$ cat config.mk
export PLATFORM = sky130hd
export DESIGN_NAME = alarm_ctrl_flat
export DESIGN_NICKNAME = d
export VERILOG_FILES = /design/src/rtl/alarm_ctrl_if.sv /design/src/rtl/alarm_ctrl.sv /design/src/flat_wrapper.sv
export SDC_FILE = /design/constraint.sdc
export NUM_CORES = 1
export LEC_CHECK = 0
export ABC_CLOCK_PERIOD_IN_PS = 2650
export CAP_MARGIN = 20
export CORE_MARGIN = 2
export CORE_UTILIZATION = 31
export CTS_BUF_LIST = sky130_fd_sc_hd__clkbuf_8
export CTS_CLUSTER_DIAMETER = 120
export DETAILED_ROUTE_END_ITERATION = 12
export GPL_ROUTABILITY_DRIVEN = 0
export MAX_ROUTING_LAYER = met4
export SYNTH_ARGS = -nofsm -noshare
export SYNTH_HDL_FRONTEND = slang
export SYNTH_SLANG_ARGS = --single-unit
$ cat constraint.sdc
create_clock -name Clock -period 2.65 [get_ports Clock]
set_input_delay 0.3975 -clock Clock [delete_from_list [all_inputs] [get_ports Clock]]
set_output_delay 0.3975 -clock Clock [all_outputs]
set_load 0.03 [all_outputs]
$ cat src/rtl/alarm_ctrl_if.sv
// UART byte-link bundle between the alarm core and the Bluetooth reader/writer.
// master = UART side (drives received bytes and writer-idle), slave = alarm core.
interface alarm_ctrl_if;
    logic       rx_arr;
    logic [7:0] rx_data;
    logic       tx_ready;
    logic       tx_send;
    logic [7:0] tx_data;

    modport master (output rx_arr, rx_data, tx_ready, input tx_send, tx_data);
    modport slave  (input rx_arr, rx_data, tx_ready, output tx_send, tx_data);
endinterface

$ cat src/rtl/alarm_ctrl.sv
// Alarm core: threshold compare per channel, arm/exit-delay/alarm FSM, buzzer and status frames.
// Optional ALARM_BEEP_EN: intermittent alarm buzzer toggled on each tick.
module alarm_ctrl #(
    parameter int unsigned   N_CH      = 3,
    parameter int unsigned   W         = 16,
    parameter int unsigned   TRIP_CNT  = 3,
    parameter int unsigned   ARM_TICKS = 10,
    parameter logic [W-1:0]  THR_INIT  = {W{1'b1}}
) (
    input  logic              Clock,
    input  logic              Reset,
    input  logic [N_CH-1:0]   sample_vld,
    input  logic [N_CH*W-1:0] sample,
    input  logic              tick,
    alarm_ctrl_if.slave       uart,
    output logic              buzz_n,
    output logic [1:0]        state,
    output logic [N_CH-1:0]   trip
);
    localparam int unsigned NB    = W / 8;
    localparam int unsigned IDX_W = (NB > 1) ? $clog2(NB) : 1;
    localparam int unsigned CNT_W = $clog2(TRIP_CNT + 1);
    localparam int unsigned TK_W  = $clog2(ARM_TICKS + 1);

    typedef enum logic [1:0] {S_DISARMED = 2'd0, S_ARMING = 2'd1, S_ARMED = 2'd2, S_ALARM = 2'd3} st_e;
    typedef enum logic [1:0] {TX_IDLE = 2'd0, TX_SEND = 2'd1, TX_GAP = 2'd2} tx_e;

    st_e              st_q, st_d;
    logic [TK_W-1:0]  tcnt_q, tcnt_d;
    logic [N_CH-1:0]  trip_d;
    logic             manual_q;
    logic [CNT_W-1:0] cnt_q [N_CH];
    logic [CNT_W-1:0] cnt_d [N_CH];
    logic [W-1:0]     thr_q [N_CH];
    logic [N_CH-1:0]  hit, thr_clr;

    logic             loading_q;
    logic [IDX_W-1:0] lidx_q;
    logic [2:0]       lch_q;
    logic [W-1:0]     acc_q, acc_nx;
    logic             is_cmd, cmd_arm, cmd_dis, cmd_ld, cmd_stat, ld_last;
    logic             counting, alarm_term;

    tx_e              tx_q, tx_d;
    logic [1:0]       bidx_q, bidx_d;
    logic             pend_q, pend_d, send_d, req;
    logic [7:0]       data_d, byte_sel;

    // Command decode: while a threshold load is in progress every byte is data
    assign is_cmd   = uart.rx_arr & ~loading_q;
    assign cmd_arm  = is_cmd && (uart.rx_data == 8'hA5);
    assign cmd_dis  = is_cmd && (uart.rx_data == 8'h5A);
    assign cmd_stat = is_cmd && (uart.rx_data == 8'hE0);
    assign cmd_ld   = is_cmd && (uart.rx_data[7:3] == 5'b11000) && (32'(uart.rx_data[2:0]) < N_CH);
    assign ld_last  = uart.rx_arr && loading_q && (lidx_q == IDX_W'(NB - 1));
    assign acc_nx   = W'({acc_q, uart.rx_data});
    assign counting = (st_q == S_ARMED) || (st_q == S_ALARM);

    // Per-channel consecutive over-threshold counters
    always_comb begin
        for (int c = 0; c < N_CH; c++) begin
            thr_clr[c] = ld_last && (lch_q == 3'(c));
            hit[c]     = 1'b0;
            cnt_d[c]   = cnt_q[c];
            if (!counting || cmd_dis || thr_clr[c]) begin
                cnt_d[c] = '0;
            end else if (sample_vld[c]) begin
                if (sample[c*W +: W] > thr_q[c]) begin
                    cnt_d[c] = (cnt_q[c] == CNT_W'(TRIP_CNT)) ? cnt_q[c] : cnt_q[c] + CNT_W'(1);
                    hit[c]   = (cnt_d[c] == CNT_W'(TRIP_CNT));
                end else begin
                    cnt_d[c] = '0;
                end
            end
        end
    end

    always_ff @(posedge Clock or negedge Reset) begin
        if (!Reset) begin
            st_q   <= S_DISARMED;
            tcnt_q <= '0;
            trip   <= '0;
        end else begin
            st_q   <= st_d;
            tcnt_q <= tcnt_d;
            trip   <= trip_d;
        end
    end

    // Main FSM; disarm overrides everything else in the same cycle
    always_comb begin
        st_d   = st_q;
        tcnt_d = tcnt_q;
        trip_d = trip | hit;
        case (st_q)
            S_DISARMED: if (cmd_arm) begin
                st_d   = S_ARMING;
                tcnt_d = '0;
            end
            S_ARMING: if (tick) begin
                if (tcnt_q == TK_W'(ARM_TICKS - 1)) begin
                    st_d   = S_ARMED;
                    tcnt_d = '0;
                end else begin
                    tcnt_d = tcnt_q + TK_W'(1);
                end
            end
            S_ARMED: if (|hit) st_d = S_ALARM;
            default: ;
        endcase
        if (cmd_dis) begin
            st_d   = S_DISARMED;
            tcnt_d = '0;
            trip_d = '0;
        end
    end

    assign state = st_q;

`ifdef ALARM_BEEP_EN
    logic beep_q;
    always_ff @(posedge Clock or negedge Reset) begin
        if (!Reset)               beep_q <= 1'b1;
        else if (st_q != S_ALARM) beep_q <= 1'b1;
        else if (tick)            beep_q <= ~beep_q;
    end
    assign alarm_term = (st_q == S_ALARM) && beep_q;
`else
    assign alarm_term = (st_q == S_ALARM);
`endif

    // Manual flag, thresholds, load parser, counters, buzzer
    always_ff @(posedge Clock or negedge Reset) begin
        if (!Reset) begin
            manual_q  <= 1'b0;
            loading_q <= 1'b0;
            lidx_q    <= '0;
            lch_q     <= '0;
            acc_q     <= '0;
            buzz_n    <= 1'b1;
            for (int c = 0; c < N_CH; c++) begin
                cnt_q[c] <= '0;
                thr_q[c] <= THR_INIT;
            end
        end else begin
            if (is_cmd && uart.rx_data == 8'h88) manual_q <= 1'b1;
            if (is_cmd && uart.rx_data == 8'h99) manual_q <= 1'b0;
            if (cmd_ld) begin
                loading_q <= 1'b1;
                lch_q     <= uart.rx_data[2:0];
                lidx_q    <= '0;
                acc_q     <= '0;
            end else if (uart.rx_arr && loading_q) begin
                acc_q  <= acc_nx;
                lidx_q <= lidx_q + IDX_W'(1);
                if (ld_last) loading_q <= 1'b0;
            end
            for (int c = 0; c < N_CH; c++) begin
                cnt_q[c] <= cnt_d[c];
                if (thr_clr[c]) thr_q[c] <= acc_nx;
            end
            buzz_n <= ~(manual_q | alarm_term);
        end
    end

    // Status frame writer
    assign req = tick | cmd_stat;

    always_comb begin
        case (bidx_q)
            2'd0:    byte_sel = 8'h55;
            2'd1:    byte_sel = {4'hA, manual_q, 1'b0, st_q};
            default: byte_sel = 8'(trip);
        endcase
    end

    always_comb begin
        tx_d   = tx_q;
        bidx_d = bidx_q;
        pend_d = pend_q;
        send_d = 1'b0;
        data_d = uart.tx_data;
        case (tx_q)
            TX_IDLE: if (req || pend_q) begin
                tx_d   = TX_SEND;
                bidx_d = '0;
                pend_d = 1'b0;
            end
            TX_SEND: begin
                if (req) pend_d = 1'b1;
                if (uart.tx_ready) begin
                    send_d = 1'b1;
                    data_d = byte_sel;
                    tx_d   = TX_GAP;
                end
            end
            default: begin
                if (req) pend_d = 1'b1;
                if (bidx_q == 2'd2) begin
                    tx_d = TX_IDLE;
                end else begin
                    tx_d   = TX_SEND;
                    bidx_d = bidx_q + 2'd1;
                end
            end
        endcase
    end

    always_ff @(posedge Clock or negedge Reset) begin
        if (!Reset) begin
            tx_q         <= TX_IDLE;
            bidx_q       <= '0;
            pend_q       <= 1'b0;
            uart.tx_send <= 1'b0;
            uart.tx_data <= '0;
        end else begin
            tx_q         <= tx_d;
            bidx_q       <= bidx_d;
            pend_q       <= pend_d;
            uart.tx_send <= send_d;
            uart.tx_data <= data_d;
        end
    end
endmodule

$ cat src/flat_wrapper.sv
// flat-port wrapper written by rule: the top's interface ports become plain ports
module alarm_ctrl_flat 
#(
    parameter int unsigned   N_CH      = 3,
    parameter int unsigned   W         = 16,
    parameter int unsigned   TRIP_CNT  = 3,
    parameter int unsigned   ARM_TICKS = 10,
    parameter logic [W-1:0]  THR_INIT  = {W{1'b1}}
)
  (Clock, Reset, sample_vld, sample, tick, buzz_n, state, trip, uart_rx_arr, uart_rx_data, uart_tx_ready, uart_tx_send, uart_tx_data);
  alarm_ctrl_if uart_i ();
  input  logic Clock;
  input  logic Reset;
  input  logic [N_CH-1:0] sample_vld;
  input  logic [N_CH*W-1:0] sample;
  input  logic tick;
  output logic buzz_n;
  output logic [1:0] state;
  output logic [N_CH-1:0] trip;
  input wire logic [$bits(uart_i.rx_arr)-1:0] uart_rx_arr;
  input wire logic [$bits(uart_i.rx_data)-1:0] uart_rx_data;
  input wire logic [$bits(uart_i.tx_ready)-1:0] uart_tx_ready;
  output wire logic [$bits(uart_i.tx_send)-1:0] uart_tx_send;
  output wire logic [$bits(uart_i.tx_data)-1:0] uart_tx_data;
  assign uart_i.rx_arr = uart_rx_arr;
  assign uart_i.rx_data = uart_rx_data;
  assign uart_i.tx_ready = uart_tx_ready;
  assign uart_tx_send = uart_i.tx_send;
  assign uart_tx_data = uart_i.tx_data;
  alarm_ctrl #(.N_CH(N_CH), .W(W), .TRIP_CNT(TRIP_CNT), .ARM_TICKS(ARM_TICKS), .THR_INIT(THR_INIT)) u_core (.Clock(Clock), .Reset(Reset), .sample_vld(sample_vld), .sample(sample), .tick(tick), .uart(uart_i), .buzz_n(buzz_n), .state(state), .trip(trip));
endmodule
Word-level counts from Yosys, hierarchy flattened
Index checks and enable logic that the tools add are counted.
{"block": "totals", "input_bits": 64, "output_inout_bits": 15, "wordCells": 160, "reg_bits": 92}
{"block": "classes", "reduce_logical": 40, "n_bitwise": 7, "eq_ne": 28, "n_mux": 55, "magnitude_cmp": 4, "addsub": 6}
{"operator": "$gt A16 B16 Y1", "count": 3}
{"operator": "$mux W2", "count": 21}
{"operator": "$eq A8 B8 Y1 const B", "count": 4}
{"operator": "$mux W1", "count": 22}
{"operator": "$eq A2 B2 Y1 const B", "count": 9}
{"operator": "$mux W4", "count": 4}
{"operator": "$mux W8", "count": 2}
{"operator": "$pmux W8 S2", "count": 1}
{"operator": "$reduce_bool A2 Y1", "count": 7}
{"operator": "$logic_and A1 B1 Y1", "count": 12}
{"operator": "$add A2 B1 Y2 const B", "count": 4}
{"operator": "$eq A8 B7 Y1 const B", "count": 1}
{"operator": "$pmux W2 S2", "count": 2}
{"operator": "$pmux W4 S2", "count": 1}
{"operator": "$reduce_and A2 Y1", "count": 4}
{"operator": "$eq A2 B1 Y1 const B", "count": 3}
{"operator": "$logic_not A2 Y1", "count": 3}
{"operator": "$logic_or A1 B1 Y1", "count": 6}
{"operator": "$ne A3 B1 Y1 const B", "count": 2}
{"operator": "$ne A3 B2 Y1 const B", "count": 2}
{"operator": "$pmux W2 S3", "count": 1}
{"operator": "$reduce_and A3 Y1", "count": 2}
{"operator": "$eq A5 B5 Y1 const B", "count": 1}
{"operator": "$reduce_and A5 Y1", "count": 1}
{"operator": "other kinds (18)", "count": 22}

Logic depth before layout (Yosys ltp)
Gate-level depths: netlist of the first run.
{"block": "logic_depth", "depth_word": 10, "depth_mapped": 9, "mapped_depth_nobuf": 9}

Least setup slack after synthesis of the first run
No wires, ideal clock.
{"block": "synth_path", "path_type": "flip-flop to flip-flop", "startpoint": "register u_core.thr_q[17] in the netlist's numbering", "endpoint": "register u_core.st_q[0] (netlist: u_core.state[0])", "arrival_time_ns": 2.342, "t_required_ns": 2.525, "synth_period_minus_slack_ns": 2.467, "setup_time_ns": 0.125, "slack_ns": 0.183, "n_path_buf": 0, "stages_incl_launch_ff": 10, "path_cell_list": "dfstp_2 inv_1 ha_1 nor2b_1 o211ai_1 a2111oi_0 or4b_2 nand4_4 a31oi_4 mux2_4"}
{"block": "synth_between", "elab_chain_len": 7}
{"element": "start: declaration", "line_no": "alarm_ctrl.sv:34", "rtl": "logic [W-1:0] thr_q [N_CH];"}
{"element": "start signal: indexed assignment", "line_no": "alarm_ctrl.sv:160", "rtl": "if (thr_clr[c]) thr_q[c] <= acc_nx;"}
{"element": "$gt A16 B16 Y1", "line_no": "alarm_ctrl.sv:68", "rtl": "if (sample[c*W +: W] > thr_q[c]) begin"}
{"element": "$mux W1", "line_no": "alarm_ctrl.sv:68"}
{"element": "$mux W1", "line_no": "alarm_ctrl.sv:67", "rtl": "end else if (sample_vld[c]) begin"}
{"element": "$mux W1", "line_no": "alarm_ctrl.sv:65", "rtl": "if (!counting || cmd_dis || thr_clr[c]) begin"}
{"element": "$reduce_or A3 Y1", "line_no": "alarm_ctrl.sv:108", "rtl": "S_ARMED: if (|hit) st_d = S_ALARM;"}
{"element": "$ne A3 B2 Y1 (no line)"}
{"element": "$reduce_and A5 Y1 (no line)"}
{"element": "end signal: assignment", "line_no": "alarm_ctrl.sv:84", "rtl": "st_q <= st_d;"}
{"element": "end: declaration", "line_no": "alarm_ctrl.sv:28", "rtl": "st_e st_q, st_d;"}
Every way passes these cells.
A chain may end at the register's enable or synchronous reset.

Worst setup path in the final report of the first run
{"block": "layout_path", "startpoint": "register u_core.thr_q[14] in the netlist's numbering", "endpoint": "register u_core.st_q[0] (netlist: u_core.state[0])"}
The elaborated chain is that of the path after synthesis.

==> qor.csv, run 1 <==
stage,metric,value,unit
global_route,antenna violations before repair,0,
placement,DPL Wire Length,9959,um
clock_tree,"CTS clk-pin slew, worst paths",0.10,ns
drt,First DRT Iteration DRCs,205,
synth,Synth cell types,55,
clock_tree,H-tree Lvls,3,
synth,Post-synth EDFFs,0,
synth,register bit count reported by yosys,90,
floorplan,Die Span X,132.2,um
power,Sw Share,36.26,%
cells_and_area,Antenna Cells,0,
drt,Remaining DRCs,0,
setup_path,CP max-delay cell,dfstp_2,
setup_path,R2R Path End,u_core.state[0],
synth,most frequent cell after synthesis,nand2_1,
setup_path,Top delay family on crit path,compound AO/OA/AOI/OAI gates,
timing,Slew Limit Fails,0,
cells_and_area,Area Growth Syn to Fin,28.66,%
clock_tree,Max Buffers Root-to-Sink,2,
synth,Post-synth top cells,"nand2_1 (78), inv_1 (60), ha_1 (57)",
global_route,vias in the first global route,4162,
timing,Worst Slack Setup Final,0.1425,ns
power,Power Dens Cells,846.1,nW/um^2
setup_path,crit end category,flip-flop,
setup_path,Reg-to-Reg Start,u_core.thr_q[14],
drt,via count,4048,
placement,DP Worst Slack,-0.2195,ns
power,clock power share,19.2,%
synth,largest cells by area after synthesis,"dfstp_2 (25%), dfrtp_1 (20%), ha_1 (14%)",
drt,WL/cell,14.87,um
power,Int Pwr,3.532,mW
setup_path,FF-to-FF path depth,9,
outcome,status,completed,
synth,YS warnings,0,
placement,# port buffers,78,
timing,Rel. slew slack,38.31,%
synth,Mapped Area,5091,um^2
cells_and_area,layout cells sized above 1,20.95,%
synth,Synth top area share,25.29,%
synth,Post-Synthesis Cells,520,
synth,prevailing post-synth register cell,dfstp_2,
floorplan,Core Area,15940,um^2
floorplan,Starting Density,31.93,%
power,NetSw,2.010,mW
timing,Worst Skew,0.01271,ns
setup_path,buffer and inverter count on the worst path,1,
timing,Slew @ Worst Pin,0.9254,ns
setup_path,worst-path fanout max,4,
synth,Avg Synthesized Cell Area,9.791,um^2
floorplan,Die Y,132.2,um
setup_path,Arrival @ worst endpoint,2.77,ns
setup_path,CP Class,reg2reg,
global_route,first-pass GRT wire length,20780,um
global_route,Tot GR Track Use,15.44,%
drt,ANT nets after route,0,
floorplan,die area,17460,um^2
setup_path,element type at the critical path start,flip-flop,
timing,Final Hold Fails,0,
clock_tree,worst-skew pair later-pin latency,0.38,ns
hold_path,worst min path class,in2async,
synth,"Seq/Total Area, Yosys",45.44,%
setup_path,worst path cell trace,"inv_1, ha_1, nand4_1, or3_1, a21oi_1, o31a_2, a21oi_2, a31oi_4, mux2_4",
power,Flop pwr share,41.3,%
clock_tree,CTS root buf,clkbuf_8,
setup_path,R2R Setup Slk,0.14,ns
flow_run,Max-Cap Viols,0,
clock_tree,Setup Buffers After CTS,0,
floorplan,Rows,46,
clock_tree,TritonCTS clock tree,built,
clock_tree,CTS buffer count,9,
setup_path,Critical Path RT,2.91,ns
synth,"FFs w/ async S/R, synth",100.0,%
synth,syn nets,641,
power,maximum vdd drop,0.2721,mV
timing,Tmin final,2.507,ns
timing,period utilisation layout,94.62,%
global_route,largest net degree at the start of global routing,75,
drt,final WL,12580,um
floorplan,Top-Level Pins,79,
power,Lkg Pwr,3.080,nW
drt,TritonRoute pass-1 iters,4,
global_route,GRT overflow,0,
clock_tree,Sink Count,90,
synth,Synth area leader,dfstp_2,
timing,Setup Viol. Count Final,0,
cells_and_area,nets,746,
power,Logic pwr share,39.5,%
setup_path,slowest cell delay on critical path,0.53,ns
cells_and_area,Layout Utilization,41.08,%
timing,Max Clock Freq,0.3988,GHz
drt,Via density,4.785,
[routing by layer]
metal	GRT usage [%]	share of wire, %	vias to the layer above	wire length (um)
li1	-	-	2004	-
met1	20.51	47	1960	5967
met2	24.16	47	73	5881
met3	2.345	4.5	11	566
met4	5.133	1.3	0	169
met5	-	0	-	0
[cells by family after synthesis]
kind of cell | synth area share (%)
xor+xnor | 0.1721
fa+ha+maj | 14.01
simple gates | 16.34
compound gates | 13.12
mux | 4.915
flops | 45.44
buf+inv | 5.997
[worst register-to-register path, cell delays in order, from the launching register on]
cell and delay, ns:
dfstp_2 0.53, inv_1 0.05, ha_1 0.31, nand4_1 0.20
or3_1 0.39, a21oi_1 0.13, o31a_2 0.20, a21oi_2 0.08
a31oi_4 0.20, mux2_4 0.31
[power groups by stage]
| stage | sequential [mW] | combinational, mW | clock (mW) |
|---|---|---|---|
| after floorplan | 2.33 | 1.33 | 0 |
| after global placement | 2.30 | 2.09 | 0 |
| after detailed placement | 2.32 | 2.18 | 0 |
| after CTS | 2.29 | 2.20 | 1.09 |
| after global routing | 2.35 | 2.47 | 1.15 |
| final | 2.29 | 2.19 | 1.07 |
[final cells by class]
cell class                 instances  area (um^2)
clock buffer                       9        123.9
clock inverter                     7        100.1
fill                            1554         9393
inverter                          60        225.2
multi-input combinational        354         2499
sequential                        90         2313
tap                              216        270.3
timing repair buffer             110         1018
[what timing repair did]
action                     in CTS  in global routing
gates resized for setup         0                  4
hold buffers                    0                  0
setup endpoints to repair       0                  3
[flip-flops by register name (all words and copies together) (netlist names), 2 cells and up]
| name | flops |
|---|---|
| u_core.uart.tx_data | 6 |
| u_core.state | 2 |
| u_core.lch_q | 3 |
| u_core.tx_q | 2 |
| u_core.acc_q | 8 |
| u_core.bidx_q | 2 |
| u_core.thr_q | 48 |
| u_core.trip | 3 |
| u_core.cnt_q | 6 |
| u_core.tcnt_q | 4 |
[through the flow]
stage	cells	total power [mW]	setup TNS (ns)	instance area, um^2	hold WS [ns]
after floorplan	520	3.659	0	5091	0.1019
after global placement	830	4.396	-0.3937	6305	0.4672
after detailed placement	830	4.500	-0.4779	6305	0.4725
after CTS	846	5.577	0	6529	0.1852
after global routing	846	5.968	-0.001263	6550	0.2293
final	846	5.542	0	6550	0.1469
[layout by cell type, fill, tap and decap left out, drive strengths merged, types with 5 or more instances in the layout]
cell type / count
nand2: 78
clkdlybuf4s50: 77
inv: 64
ha: 57
o21ai: 49
dfstp: 49
dfrtp: 41
buf: 33
a21oi: 30
mux2: 21
nor2: 20
nand4: 14
nand3: 10
nor2b: 9
clkbuf: 9
a21o: 6
nand2b: 6
a22o: 5
[worst max path at each step]
stage / start / end / slack [ns] / cells past startpoint
2_1_floorplan: u_core.thr_q[17] / u_core.state[0] / 0.18 / 9
3_3_place_gp: sample[17] / u_core.state[0] / -0.19 / 9
3_5_place_dp: sample[17] / u_core.state[0] / -0.22 / 9
4_1_cts: u_core.thr_q[17] / u_core.state[0] / 0.02 / 9
5_1_grt: u_core.thr_q[15] / u_core.state[0] / -0.001 / 9
6_report: u_core.thr_q[14] / u_core.state[0] / 0.14 / 9
Power figures use the tool's default switching activity.
==> run 2: changes to the inputs <==
--- a/config.mk
+++ b/config.mk
@@ -14,6 +14,8 @@
 export DETAILED_ROUTE_END_ITERATION = 12
 export GPL_ROUTABILITY_DRIVEN = 0
 export MAX_ROUTING_LAYER = met4
+export SKIP_CTS_REPAIR_TIMING = 1
+export SLEW_MARGIN = 20
 export SYNTH_ARGS = -nofsm -noshare
 export SYNTH_HDL_FRONTEND = slang
 export SYNTH_SLANG_ARGS = --single-unit
==> results of run 2 <==
Same layout as run 1: the final DEF is identical, and so are final timing and power.
